--- src/rtl/rv_fetch_pkg.sv ---
// rtl/rv_fetch_pkg.sv - shared types and constants for the instruction-fetch stage
package rv_fetch_pkg;

   localparam logic [31:0] RV_NOP = 32'h0000_0013;

   typedef enum logic [2:0] {
      ST_IDLE  = 3'd0,
      ST_REQ   = 3'd1,
      ST_WAIT  = 3'd2,
      ST_FULL  = 3'd3,
      ST_DRAIN = 3'd4
   } fetch_state_t;

   typedef struct packed {
      logic [31:0] instr;
      logic [31:0] pc;
   } if_payload_t;

   function automatic logic [31:0] pc_plus4(input logic [31:0] p);
      return p + 32'd4;
   endfunction

endpackage

--- src/rtl/if_skid_buf.sv ---
// rtl/if_skid_buf.sv - one-entry holding register for a fetched {instr, pc} pair
module if_skid_buf
   import rv_fetch_pkg::*;
(
   input  logic        clk,
   input  logic        rst,
   input  logic        load,
   input  logic        clear,
   input  if_payload_t din,
   output logic        valid,
   output if_payload_t dout
);

   // clear wins over load so a flush always discards the held word
   always_ff @(posedge clk) begin
      if (rst || clear) begin
         valid <= 1'b0;
         dout  <= '0;
      end else if (load) begin
         valid <= 1'b1;
         dout  <= din;
      end
   end

endmodule

--- src/rtl/if_stage.sv ---
// rtl/if_stage.sv - instruction fetch: single outstanding imem request into the IF/ID register
module if_stage
   import rv_fetch_pkg::*;
#(
   parameter logic [31:0] RESET_INSTR = RV_NOP
) (
   input  logic        clk,
   input  logic        rst,
   input  logic [31:0] pc,
   output logic        pc_advance,
   output logic        imem_req,
   output logic [31:0] imem_addr,
   input  logic        imem_rvalid,
   input  logic [31:0] imem_rdata,
   input  logic        id_stall,
   input  logic        flush,
   output logic        id_valid,
   output logic [31:0] id_instr,
   output logic [31:0] id_pc,
   output logic [31:0] id_pc_4
);

   fetch_state_t state, state_next;
   logic         accept_rsp;
   logic         skid_load;
   logic         skid_release;
   logic         skid_valid;
   if_payload_t  skid_din;
   if_payload_t  skid_dout;

   assign imem_addr = {pc[31:2], 2'b00};
   assign skid_din  = {imem_rdata, pc};

   always_ff @(posedge clk) begin
      if (rst) begin
         state <= ST_IDLE;
      end else begin
         state <= state_next;
      end
   end

   always_comb begin
      state_next   = state;
      imem_req     = 1'b0;
      pc_advance   = 1'b0;
      accept_rsp   = 1'b0;
      skid_load    = 1'b0;
      skid_release = 1'b0;
      case (state)
         ST_IDLE: begin
            state_next = ST_REQ;
         end
         ST_REQ: begin
            if (!flush) begin
               imem_req   = 1'b1;
               state_next = ST_WAIT;
            end
         end
         ST_WAIT: begin
            // pc is still the request address here: it only moves on pc_advance
            if (flush) begin
               state_next = imem_rvalid ? ST_REQ : ST_DRAIN;
            end else if (imem_rvalid) begin
               if (!id_stall || !id_valid) begin
                  accept_rsp = 1'b1;
                  pc_advance = 1'b1;
                  state_next = ST_REQ;
               end else begin
                  skid_load  = 1'b1;
                  state_next = ST_FULL;
               end
            end
         end
         ST_FULL: begin
            if (flush || !skid_valid) begin
               state_next = ST_REQ;
            end else if (!id_stall) begin
               skid_release = 1'b1;
               pc_advance   = 1'b1;
               state_next   = ST_REQ;
            end
         end
         ST_DRAIN: begin
            if (imem_rvalid) begin
               state_next = ST_REQ;
            end
         end
         default: begin
            state_next = ST_IDLE;
         end
      endcase
      if (rst) begin
         imem_req     = 1'b0;
         pc_advance   = 1'b0;
         accept_rsp   = 1'b0;
         skid_load    = 1'b0;
         skid_release = 1'b0;
      end
   end

   always_ff @(posedge clk) begin
      if (rst) begin
         id_valid <= 1'b0;
         id_instr <= RESET_INSTR;
         id_pc    <= '0;
         id_pc_4  <= '0;
      end else if (flush) begin
         id_valid <= 1'b0;
         id_instr <= RESET_INSTR;
      end else if (accept_rsp) begin
         id_valid <= 1'b1;
         id_instr <= imem_rdata;
         id_pc    <= pc;
         id_pc_4  <= pc_plus4(pc);
      end else if (skid_release) begin
         id_valid <= 1'b1;
         id_instr <= skid_dout.instr;
         id_pc    <= skid_dout.pc;
         id_pc_4  <= pc_plus4(skid_dout.pc);
      end else if (!id_stall) begin
         id_valid <= 1'b0;
      end
   end

   if_skid_buf u_skid (
      .clk   (clk),
      .rst   (rst),
      .load  (skid_load),
      .clear (flush || skid_release),
      .din   (skid_din),
      .valid (skid_valid),
      .dout  (skid_dout)
   );

endmodule

--- config.mk ---
export PLATFORM = sky130hd
export DESIGN_NAME = if_stage
export DESIGN_NICKNAME = d
export VERILOG_FILES = /design/src/rtl/rv_fetch_pkg.sv /design/src/rtl/if_skid_buf.sv /design/src/rtl/if_stage.sv
export SDC_FILE = /design/constraint.sdc
export NUM_CORES = 1
export LEC_CHECK = 0
export CAP_MARGIN = 20
export CORE_ASPECT_RATIO = 2
export CORE_MARGIN = 2
export CORE_UTILIZATION = 34
export CTS_CLUSTER_SIZE = 28
export DETAILED_ROUTE_END_ITERATION = 10
export PLACE_DENSITY = 0.62
export SLEW_MARGIN = 20
export SYNTH_ARGS = -nofsm -noshare
export SYNTH_HDL_FRONTEND = slang
export SYNTH_SLANG_ARGS = --single-unit
--- constraint.sdc ---
create_clock -name clk -period 4.5 [get_ports clk]
set_input_delay 0.9 -clock clk [delete_from_list [all_inputs] [get_ports clk]]
set_output_delay 0.9 -clock clk [all_outputs]
set_load 0.01 [all_outputs]
==> impl_results.md, run 1 <==
- EDFF count, synth: 0
- Xor-xnor portion of the synthesized cell area: 3.204%
- # nets final: 1172
- DR WL/cell: 17.63 um
- Slew Viols, Final: 0
- Post-CTS Resized: 0
- Largest family of logic cells by synthesized area: simple AND/OR/NAND/NOR gates
- RSZ-0062 raised after global routing: no
- Hold Vio Cnt, Final: 0
- Number of synthesized register bits: 163
- Share of layout cells above drive strength 1: 6.188%
- Share of the synthesized area in the top cell type: 42.64%
- Vias in the first global route: 7000
- Chip height: 216.2 um
- Critical path fanouts, max: 7
- Met1 Usage GRT: 22.05%
- Worst setup EP type: primary output
- Worst Tran Pin Value: 0.7961 ns
- Die area: 23800 um2
- Adder-cell area share of the yosys netlist: 0.1635%
- Antenna diodes: 0
- Power density over the cells: 315.9 nW/um2
- IO Count: 200
- Final Cycle Share: 84.05%
- Syn Inst Count: 974
- All-Layer GR Usage: 21.04%
- Die width: 110.1 um
- Finish-stage setup viols: 0
- Post-layout instance area: 10170 um2
- Synthesized area: 7654 um2
- I/O Buffers: 197
- Post-route setup TNS: 0 ns
- Global-route met2 utilization: 38.06%
- Upper clock frequency limit: 264.4 MHz
- Synth warnings: 0
- Initial antenna violation count: 0
- Clock tree from TritonCTS: done
- Mux share of post-synthesis cell area: 3.678%
- Hold crit path type: reg2reg
- TritonCTS sink count: 163
- Vias after detailed routing: 7185
- CTS buffer count: 17
- Status: completed
- First-pass GRT wire length: 38240 um
- Seq/Total Area, Yosys: 42.64%
- Hold Path Stages: 2
- Setup bufs post-CTS: 0
- Global-route met3 utilization: 3.970%
- Static leakage: 3.266 nW
- Top FF cell, synth: dfxtp_1
- Place WS: 0.5379 ns
- Area of the core: 22060 um2
- Detail Route Antenna Nets: 0
- Relative slew slack: 46.93%
- Worst Setup Slack, final: 0.7179 ns
- Initial core utilization: 34.69%
- CTS clk-pin slew, worst paths: 0.06 ns
- Worst-skew pair later-pin latency: 0.43 ns
- Top cells by area, synth: dfxtp_1 (43%), nand2_1 (12%), a21oi_1 (5.3%)
- Clock root buffer: clkbuf_16
- Largest net degree at the start of global routing: 63
- Total power: 3.212 mW
- Critical Path Start Type: input port
- Filler cells: 2185
- GRT Max-Usage Layer: met2
- Cts hold-fix bufs: 0
- Peak VDD IR: 0.0001964 V
- Async SR Flop Fraction: 0%
- Clk buf depth: 2
- H-tree Lvls: 4
- DRC violations left: 0
- RD Place Congestion: 0.8261
- Cell taking the most area after synthesis: dfxtp_1
- Worst Path Arrival: 2.88 ns
- Yosys cell types: 60
- Simple-Gate Fraction of Synth Area: 25.08%
- First DRT Iteration DRCs: 344
- Rows: 77
- Total grt overflow: 0
- Hpwl dp: 17540 um
- Crit Path Class: in2out
- Routed WL: 24530 um
- DRT Pass-1 Iters: 5
- R2R cell count: 9
- Avg Vias per Cell: 5.165
- Max_cap viols: 0
- Critical Path RT: 3.60 ns
- Synth Area in Compound Gates: 16.92%
- Dpl cell area: 9542 um2
- Syn avg cell area: 7.858 um2
- Clk_skew: 0.01323 ns
- Area growth from synthesis to layout: 32.86%
- Minimum clock period: 3.782 ns
cells by family (layout without fill, tap and decap cells):
logic type               after synthesis  after routing
multiplexers                          28             28
AND/OR/NAND/NOR                      433            433
flip-flops                           163            163
adder cells (fa/ha/maj)                1              1
XOR/XNOR                              28             28
buffers and inverters                116            256
AO/OA/AOI/OAI                        204            204
other                                  1              2
critical path, cell delays in order:
cell	delay [ns]
clkdlybuf4s50_1	0.56
a211oi_2	0.46
nand2_4	0.11
o21a_2	0.16
inv_4	0.05
clkdlybuf4s50_1	0.65
metrics by stage:
stage | hold slack (ns) | instances | util [%]
final | 0.4529 | 1391 | 46.09
after global routing | 0.4719 | 1391 | 46.09
after CTS | 0.4554 | 1391 | 46.09
after detailed placement | 0.4465 | 1359 | 43.25
after global placement | 0.4401 | 1359 | 43.25
after floorplan | 0.4357 | 975 | -
worst paths after layout:
check / start / end / slack [ns]
hold reg to reg: id_pc_4[4] / id_pc_4[4] / 0.45
hold / removal: id_pc_4[4] / id_pc_4[4] / 0.45
setup reg to reg: state[1] / id_pc_4[31] / 1.62
setup / recovery: flush / pc_advance / 0.72
per-layer routing:
| metal | vias up | share of wire (%) | wire length, um |
|---|---|---|---|
| met5 | - | 0 | 0 |
| met4 | 0 | 4.7 | 1145 |
| met2 | 225 | 55 | 13410 |
| met3 | 57 | 5.1 | 1258 |
| li1 | 3580 | - | - |
| met1 | 3323 | 36 | 8708 |
synth_stat cells, drive strengths merged (2+ instances only):
cell     instances
a22oi            2
a41oi            2
a311oi          32
mux2i           27
or3              4
nor3            12
and4             4
a31oi            4
nand4           10
clkbuf          41
nand2          238
o22ai            2
and3             9
o211ai           3
o31ai            2
nand3           42
a211oi          27
nor2            92
o21ai           36
o2111ai          2
nor4            11
a21oi           81
buf             67
nor4b            2
o21a             3
dfxtp          163
inv              8
xor2            11
xnor2           17
or2              3
cell type report:
type | instances | area, um2 | area share, %
Clock inverter | 12 | 180.2 | 1.772
Clock buffer | 20 | 446.7 | 4.393
Inverter | 8 | 32.53 | 0.3199
Tap cell | 276 | 345.3 | 3.396
Timing Repair Buffer | 216 | 2122 | 20.87
Sequential cell | 163 | 3263 | 32.09
Multi-Input combinational cell | 696 | 3779 | 37.16
sequential cells by signal, summed over array words and instances, names as in the netlist:
register	cells
state	3
id_pc	32
id_instr	32
id_pc_4	30
u_skid.dout	64
id_valid	1
u_skid.valid	1
placed cells by master, fill, tap and decap left out, types with 3 or more instances in the layout:
master	count
nor2_1	91
and3_1	9
nor4_1	7
o21ai_1	10
clkdlybuf4s50_1	196
and4_1	4
clkinv_4	3
clkbuf_16	17
o211ai_1	3
a211oi_1	26
bufinv_16	4
inv_1	7
a21oi_1	81
or3_1	3
xor2_1	11
nand3_1	41
nor3_1	10
xnor2_1	17
nand2_1	236
buf_4	18
nand4_1	10
o21ai_0	26
dfxtp_1	163
mux2i_1	27
a31oi_1	4
a311oi_1	32
power breakdown:
group | switching, mW | leakage (nW) | total (mW) | internal, mW
Clock | 0.603 | 0.301 | 1.55 | 0.946
Sequential | 0.00526 | 1.31 | 1.45 | 1.45
Combinational | 0.109 | 1.65 | 0.210 | 0.101
Note: power is estimated with default switching activity, not from simulation.
==> run 2, diff against run 1 <==
- PLACE_DENSITY: 0.62 -> 0.65
- clock period: 4.5 -> 3.4 ns (I/O delays scaled with it)
==> run 2 against run 1 <==
Compared with the run above: worst hold slack better by 0.0017 ns; wire length is 1.6% higher; non-clock buffer count is 14 higher; global-route usage is 0.14 points higher; sequential power is 32% higher; cell area is 2.1% higher; largest power group unchanged; highest routed layer unchanged.
==> impl_results.md, run 2 (same netlist as run 1, synthesis figures left out) <==
- Area of the core: 22060 um2 (unchanged)
- Static leakage: 3.383 nW (was 3.266 nW)
- Clock root buffer: clkbuf_16 (unchanged)
- Hold Vio Cnt, Final: 0 (unchanged)
- DRC violations left: 0 (unchanged)
- Critical Path Start Type: input port (unchanged)
- Max FFs per register: 64 (unchanged)
- Share of layout cells above drive strength 1: 7.440% (was 6.188%)
- Fin util: 47.04% (was 46.09%)
- Finish-stage setup viols: 0 (unchanged)
- Chip height: 216.2 um (unchanged)
- Antenna diodes: 0 (unchanged)
- Power density over the cells: 430.3 nW/um2 (was 315.9 nW/um2)
- Area growth from synthesis to layout: 35.59% (was 32.86%)
- Most frequent cells in the layout: nand2_1 (236), clkdlybuf4s50_1 (196), dfxtp_1 (163), nor2_1 (91), a21oi_1 (81) (unchanged)
- Rows: 77 (unchanged)
- Minimum clock period: 3.290 ns
- Die width: 110.1 um (unchanged)
- CTS buffer count: 17 (unchanged)
- WHS: 0.4546 ns (was 0.4529 ns)
- Critical Path RT: 2.72 ns (was 3.60 ns)
- Multi-input logic area: 3779 um2 (unchanged)
- # nets final: 1186 (was 1172)
- RD Place Congestion: 0.8388 (was 0.8261)
- Crit Path Class: in2out (unchanged)
- Max layer used: met4 (unchanged)
- CTS clk-pin slew, worst paths: 0.07 ns (was 0.06 ns)
- Critical path fanouts, max: 4 (was 7)
- Slew Viols, Final: 0 (unchanged)
- Upper clock frequency limit: 304.0 MHz
- Total grt overflow: 0 (unchanged)
- First-pass GRT wire length: 38580 um (was 38240 um)
- Setup bufs post-CTS: 0 (unchanged)
- Biggest regs: u_skid.dout x64, id_instr x32, id_pc x32 (unchanged)
- First DRT Iteration DRCs: 298 (was 344)
- Peak VDD IR: 0.0002905 V (was 0.0001964 V)
- Clock tree from TritonCTS: done (unchanged)
- Initial antenna violation count: 0 (unchanged)
- Post-CTS Resized: 0 (unchanged)
- Worst Path Arrival: 2.61 ns (was 2.88 ns)
- Worst setup EP type: primary output (unchanged)
- Worst Tran Pin Value: 0.8083 ns (was 0.7961 ns)
- DRT Pass-1 Iters: 5 (unchanged)
- Reg with most FFs: u_skid.dout (unchanged)
- WL met1: 8790 um (was 8708 um)
- Worst Min Path Start: id_pc_4[17] (was id_pc_4[4])
- Filler cells: 2175 (was 2185)
- IO Count: 200 (unchanged)
- Clk buf depth: 2 (unchanged)
- Routed WL: 24930 um (was 24530 um)
- Detail Route Antenna Nets: 0 (unchanged)
- Cts hold-fix bufs: 0 (unchanged)
- Reg2reg setup slack: 0.59 ns (was 1.62 ns)
- I/O Buffers: 197 (unchanged)
- Routed met2 length: 13570 um (was 13410 um)
- H-tree Lvls: 4 (unchanged)
- All-Layer GR Usage: 21.18% (was 21.04%)
- TritonCTS sink count: 163 (unchanged)
- Wire length on met3: 1302 um (was 1258 um)
- Initial core utilization: 34.69% (unchanged)
- Worst-skew pair later-pin latency: 0.42 ns (was 0.43 ns)
- Critical Path Start: id_stall (was flush)
- DR WL/cell: 17.74 um (was 17.63 um)
- Status: completed (unchanged)
- Final Cycle Share: 96.75%
- Post-route setup TNS: 0 ns (unchanged)
- Avg Vias per Cell: 5.290 (was 5.165)
- Vias after detailed routing: 7433 (was 7185)
- RSZ-0062 raised after global routing: no (unchanged)
- Hold crit path type: reg2reg (unchanged)
- Most common cell after layout, fill and taps aside: nand2_1 (unchanged)
- Hpwl dp: 17890 um (was 17540 um)
- Register Area: 3263 um2 (unchanged)
- Relative slew slack: 46.06% (was 46.93%)
- Largest net degree at the start of global routing: 68 (was 63)
- Critical R2R Launch: state[1] (unchanged)
- Max_cap viols: 0 (unchanged)
- Clk_skew: 0.008639 ns (was 0.01323 ns)
- Vias in the first global route: 7162 (was 7000)
- Die area: 23800 um2 (unchanged)
[run 2: power by group]
part           leakage (nW)  total [mW]  switching, mW  internal (mW)
clock                 0.334        2.25          0.808           1.44
sequential             1.31        1.92        0.00708           1.92
combinational          1.74       0.291          0.149          0.141
total                  3.38        4.47          0.964           3.50
[run 2: per-stage QoR]
step	area, um2	worst slack (ns)	std cells	power, mW
6_report	10380	0.1103	1405	4.465
5_1_grt	10380	0.01082	1405	4.607
4_1_cts	10380	0.09658	1405	4.515
3_5_place_dp	9684	-0.1586	1373	2.258
3_3_place_gp	9684	-0.05183	1373	2.257
2_1_floorplan	7657	0.03996	975	2.081
[run 2: final cells by class]
type                            count  share of cell area (%)
Inverter                            8                  0.3135
Timing Repair Buffer              230                   21.82
Sequential cell                   163                   31.44
Tap cell                          276                   3.328
Multi-Input combinational cell    696                   36.41
Clock buffer                       21                   4.533
Clock inverter                     11                   2.146
[run 2: layer usage]
metal / up-vias / GRT usage, %
li1: 3624 / -
met1: 3501 / 21.76
met2: 248 / 38.69
met3: 60 / 4.180
met4: 0 / 11.71
met5: - / 0
[run 2: worst paths after layout]
| kind | to | depth (start not counted) |
|---|---|---|
| worst min register to register | id_pc_4[17] | 2 |
| worst max-delay path | pc_advance | 7 |
| worst max register to register | id_pc_4[22] | 12 |
| worst min-delay path | id_pc_4[17] | 2 |
[run 2: critical path, stage by stage]
cell and delay (ns):
clkdlybuf4s50_1 0.44, buf_4 0.17, nor4b_2 0.29, nand3_2 0.11, o21a_2 0.24, inv_4 0.06
clkdlybuf4s50_1 0.62
==> run 3, diff against run 2 <==
- CORE_MARGIN: 2 -> 1.5
- PLACE_DENSITY: 0.65 -> default
==> run 3 against run 2 <==
Compared with the run above: critical path depth is the same; power shrank 6.2%; critical endpoint unchanged; largest power group unchanged; highest routed layer unchanged; largest cell class unchanged; sequential power is essentially flat.
==> impl_results.md, run 3 (same netlist as run 1, synthesis figures left out) <==
- I/O Buffers: 197 (unchanged)
- IO Count: 200 (unchanged)
- Clk buf depth: 2 (unchanged)
- Setup bufs post-CTS: 0 (unchanged)
- First DRT Iteration DRCs: 361 (was 298)
- Area of the core: 22060 um2 (unchanged)
- Clock root buffer: clkbuf_16 (unchanged)
- Reg with most FFs: u_skid.dout (unchanged)
- Filler cells: 2147 (was 2175)
- CTS buffer count: 17 (unchanged)
- Worst Tran Pin Value: 1.120 ns (was 0.8083 ns)
- DR WL/cell: 17.92 um (was 17.74 um)
- Area growth from synthesis to layout: 35.90% (was 35.59%)
- Final Cycle Share: 99.68% (was 96.75%)
- Die area: 23470 um2 (was 23800 um2)
- Total power: 4.189 mW (was 4.465 mW)
- Most frequent cells in the layout: nand2_1 (236), clkdlybuf4s50_1 (196), dfxtp_1 (163), nor2_1 (91), a21oi_1 (81) (unchanged)
- Die width: 109.1 um (was 110.1 um)
- Power density over the cells: 402.8 nW/um2 (was 430.3 nW/um2)
- Max_cap viols: 0 (unchanged)
- First-pass GRT wire length: 39660 um (was 38580 um)
- Critical path fanouts, max: 6 (was 4)
- Detail Route Antenna Nets: 0 (unchanged)
- Worst Path Arrival: 2.71 ns (was 2.61 ns)
- Critical Path Start Type: input port (unchanged)
- Critical Path RT: 2.72 ns (about the same)
- Relative slew slack: 25.36% (was 46.06%)
- Rows: 77 (unchanged)
- Worst setup EP type: primary output (unchanged)
- H-tree Lvls: 4 (unchanged)
- CTS clk-pin slew, worst paths: 0.07 ns (about the same)
- Initial core utilization: 34.69% (unchanged)
- Minimum clock period: 3.389 ns (was 3.290 ns)
- Upper clock frequency limit: 295.1 MHz (was 304.0 MHz)
- TritonCTS sink count: 163 (unchanged)
- Clock tree from TritonCTS: done (unchanged)
- Max FFs per register: 64 (unchanged)
- Cts hold-fix bufs: 0 (unchanged)
- Placed cells: 1392 (was 1373)
- Vias after detailed routing: 7397 (was 7433)
- Static leakage: 3.402 nW (was 3.383 nW)
- Status: completed (unchanged)
- Total grt overflow: 0 (unchanged)
- Post-CTS Resized: 0 (unchanged)
- Layout Cells excl Fill: 1424 (was 1405)
- RSZ-0062 raised after global routing: no (unchanged)
- # nets final: 1205 (was 1186)
- Multi-input logic area: 3779 um2 (unchanged)
- Largest net degree at the start of global routing: 72 (was 68)
- Worst-skew pair later-pin latency: 0.43 ns (was 0.42 ns)
- Routed WL: 25520 um (was 24930 um)
- All-Layer GR Usage: 22.27% (was 21.18%)
- Most common cell after layout, fill and taps aside: nand2_1 (unchanged)
- Crit Path Class: in2out (unchanged)
- Post-route setup TNS: 0 ns (unchanged)
- Register Area: 3263 um2 (unchanged)
- Slew Viols, Final: 0 (unchanged)
- Hold Vio Cnt, Final: 0 (unchanged)
- Biggest regs: u_skid.dout x64, id_instr x32, id_pc x32 (unchanged)
- DRT Pass-1 Iters: 5 (unchanged)
- RD Place Congestion: 0.8570 (was 0.8388)
- Hold crit path type: reg2reg (unchanged)
- Clk_skew: 0.009310 ns (was 0.008639 ns)
- Chip height: 215.2 um (was 216.2 um)
- Peak VDD IR: 0.0003204 V (was 0.0002905 V)
- Initial antenna violation count: 1 (was 0)
- Avg Vias per Cell: 5.195 (was 5.290)
- DRC violations left: 0 (unchanged)
- Hpwl dp: 18340 um (was 17890 um)
- Share of layout cells above drive strength 1: 8.893% (was 7.440%)
- Vias in the first global route: 7174 (was 7162)
- Finish-stage setup viols: 0 (unchanged)
[run 3: per-layer routing]
metal | vias to the layer above | GRT usage, % | part of all wire (%)
li1 | 3649 | - | -
met2 | 237 | 40.71 | 55
met5 | - | 0 | 0
met4 | 0 | 11.89 | 4.8
met1 | 3455 | 23.53 | 37
met3 | 56 | 3.609 | 4.1
[run 3: area by class of cell]
cell class              count  area share [%]
diodes                      1         0.02406
inverters                   8          0.3128
repair buffers            249           22.90
clock inverters            10           1.215
well taps                 276           3.320
flip-flops and latches    163           31.37
clock buffers              21           4.523
multi-input cells         696           36.33
[run 3: report_power, final]
part	switching [mW]	internal (mW)
Sequential	0.00688	1.92
Combinational	0.150	0.147
Clock	0.826	1.14
Total	0.982	3.21
[run 3: path summary, 6_finish.rpt]
kind | from | endpoint | slack (ns) | cells past startpoint
worst max register to register | state[1] | id_pc_4[27] | 0.66 | 8
worst min-delay path | u_skid.dout[51] | u_skid.dout[51] | 0.45 | 2
worst max-delay path | flush | pc_advance | 0.01 | 7
worst min register to register | u_skid.dout[51] | u_skid.dout[51] | 0.45 | 2
[run 3: critical path, cell delays in order]
cell and delay [ns]:
clkdlybuf4s50_1 0.44, buf_4 0.18, nor4b_2 0.39, nand3_2 0.13, o21a_2 0.26, inv_4 0.07, clkdlybuf4s50_1 0.56
[run 3: through the flow]
step / cell area [um2] / hold slack (ns) / utilization (%) / setup slack, ns
3_5_place_dp: 9802 / 0.4461 / 44.43 / -0.05940
6_report: 10400 / 0.4533 / 47.14 / 0.01089
2_1_floorplan: 7657 / 0.4357 / - / 0.03996
3_3_place_gp: 9802 / 0.4408 / 44.43 / -0.03957
5_1_grt: 10400 / 0.4705 / 47.14 / 0.01143
4_1_cts: 10400 / 0.4550 / 47.13 / 0.02241
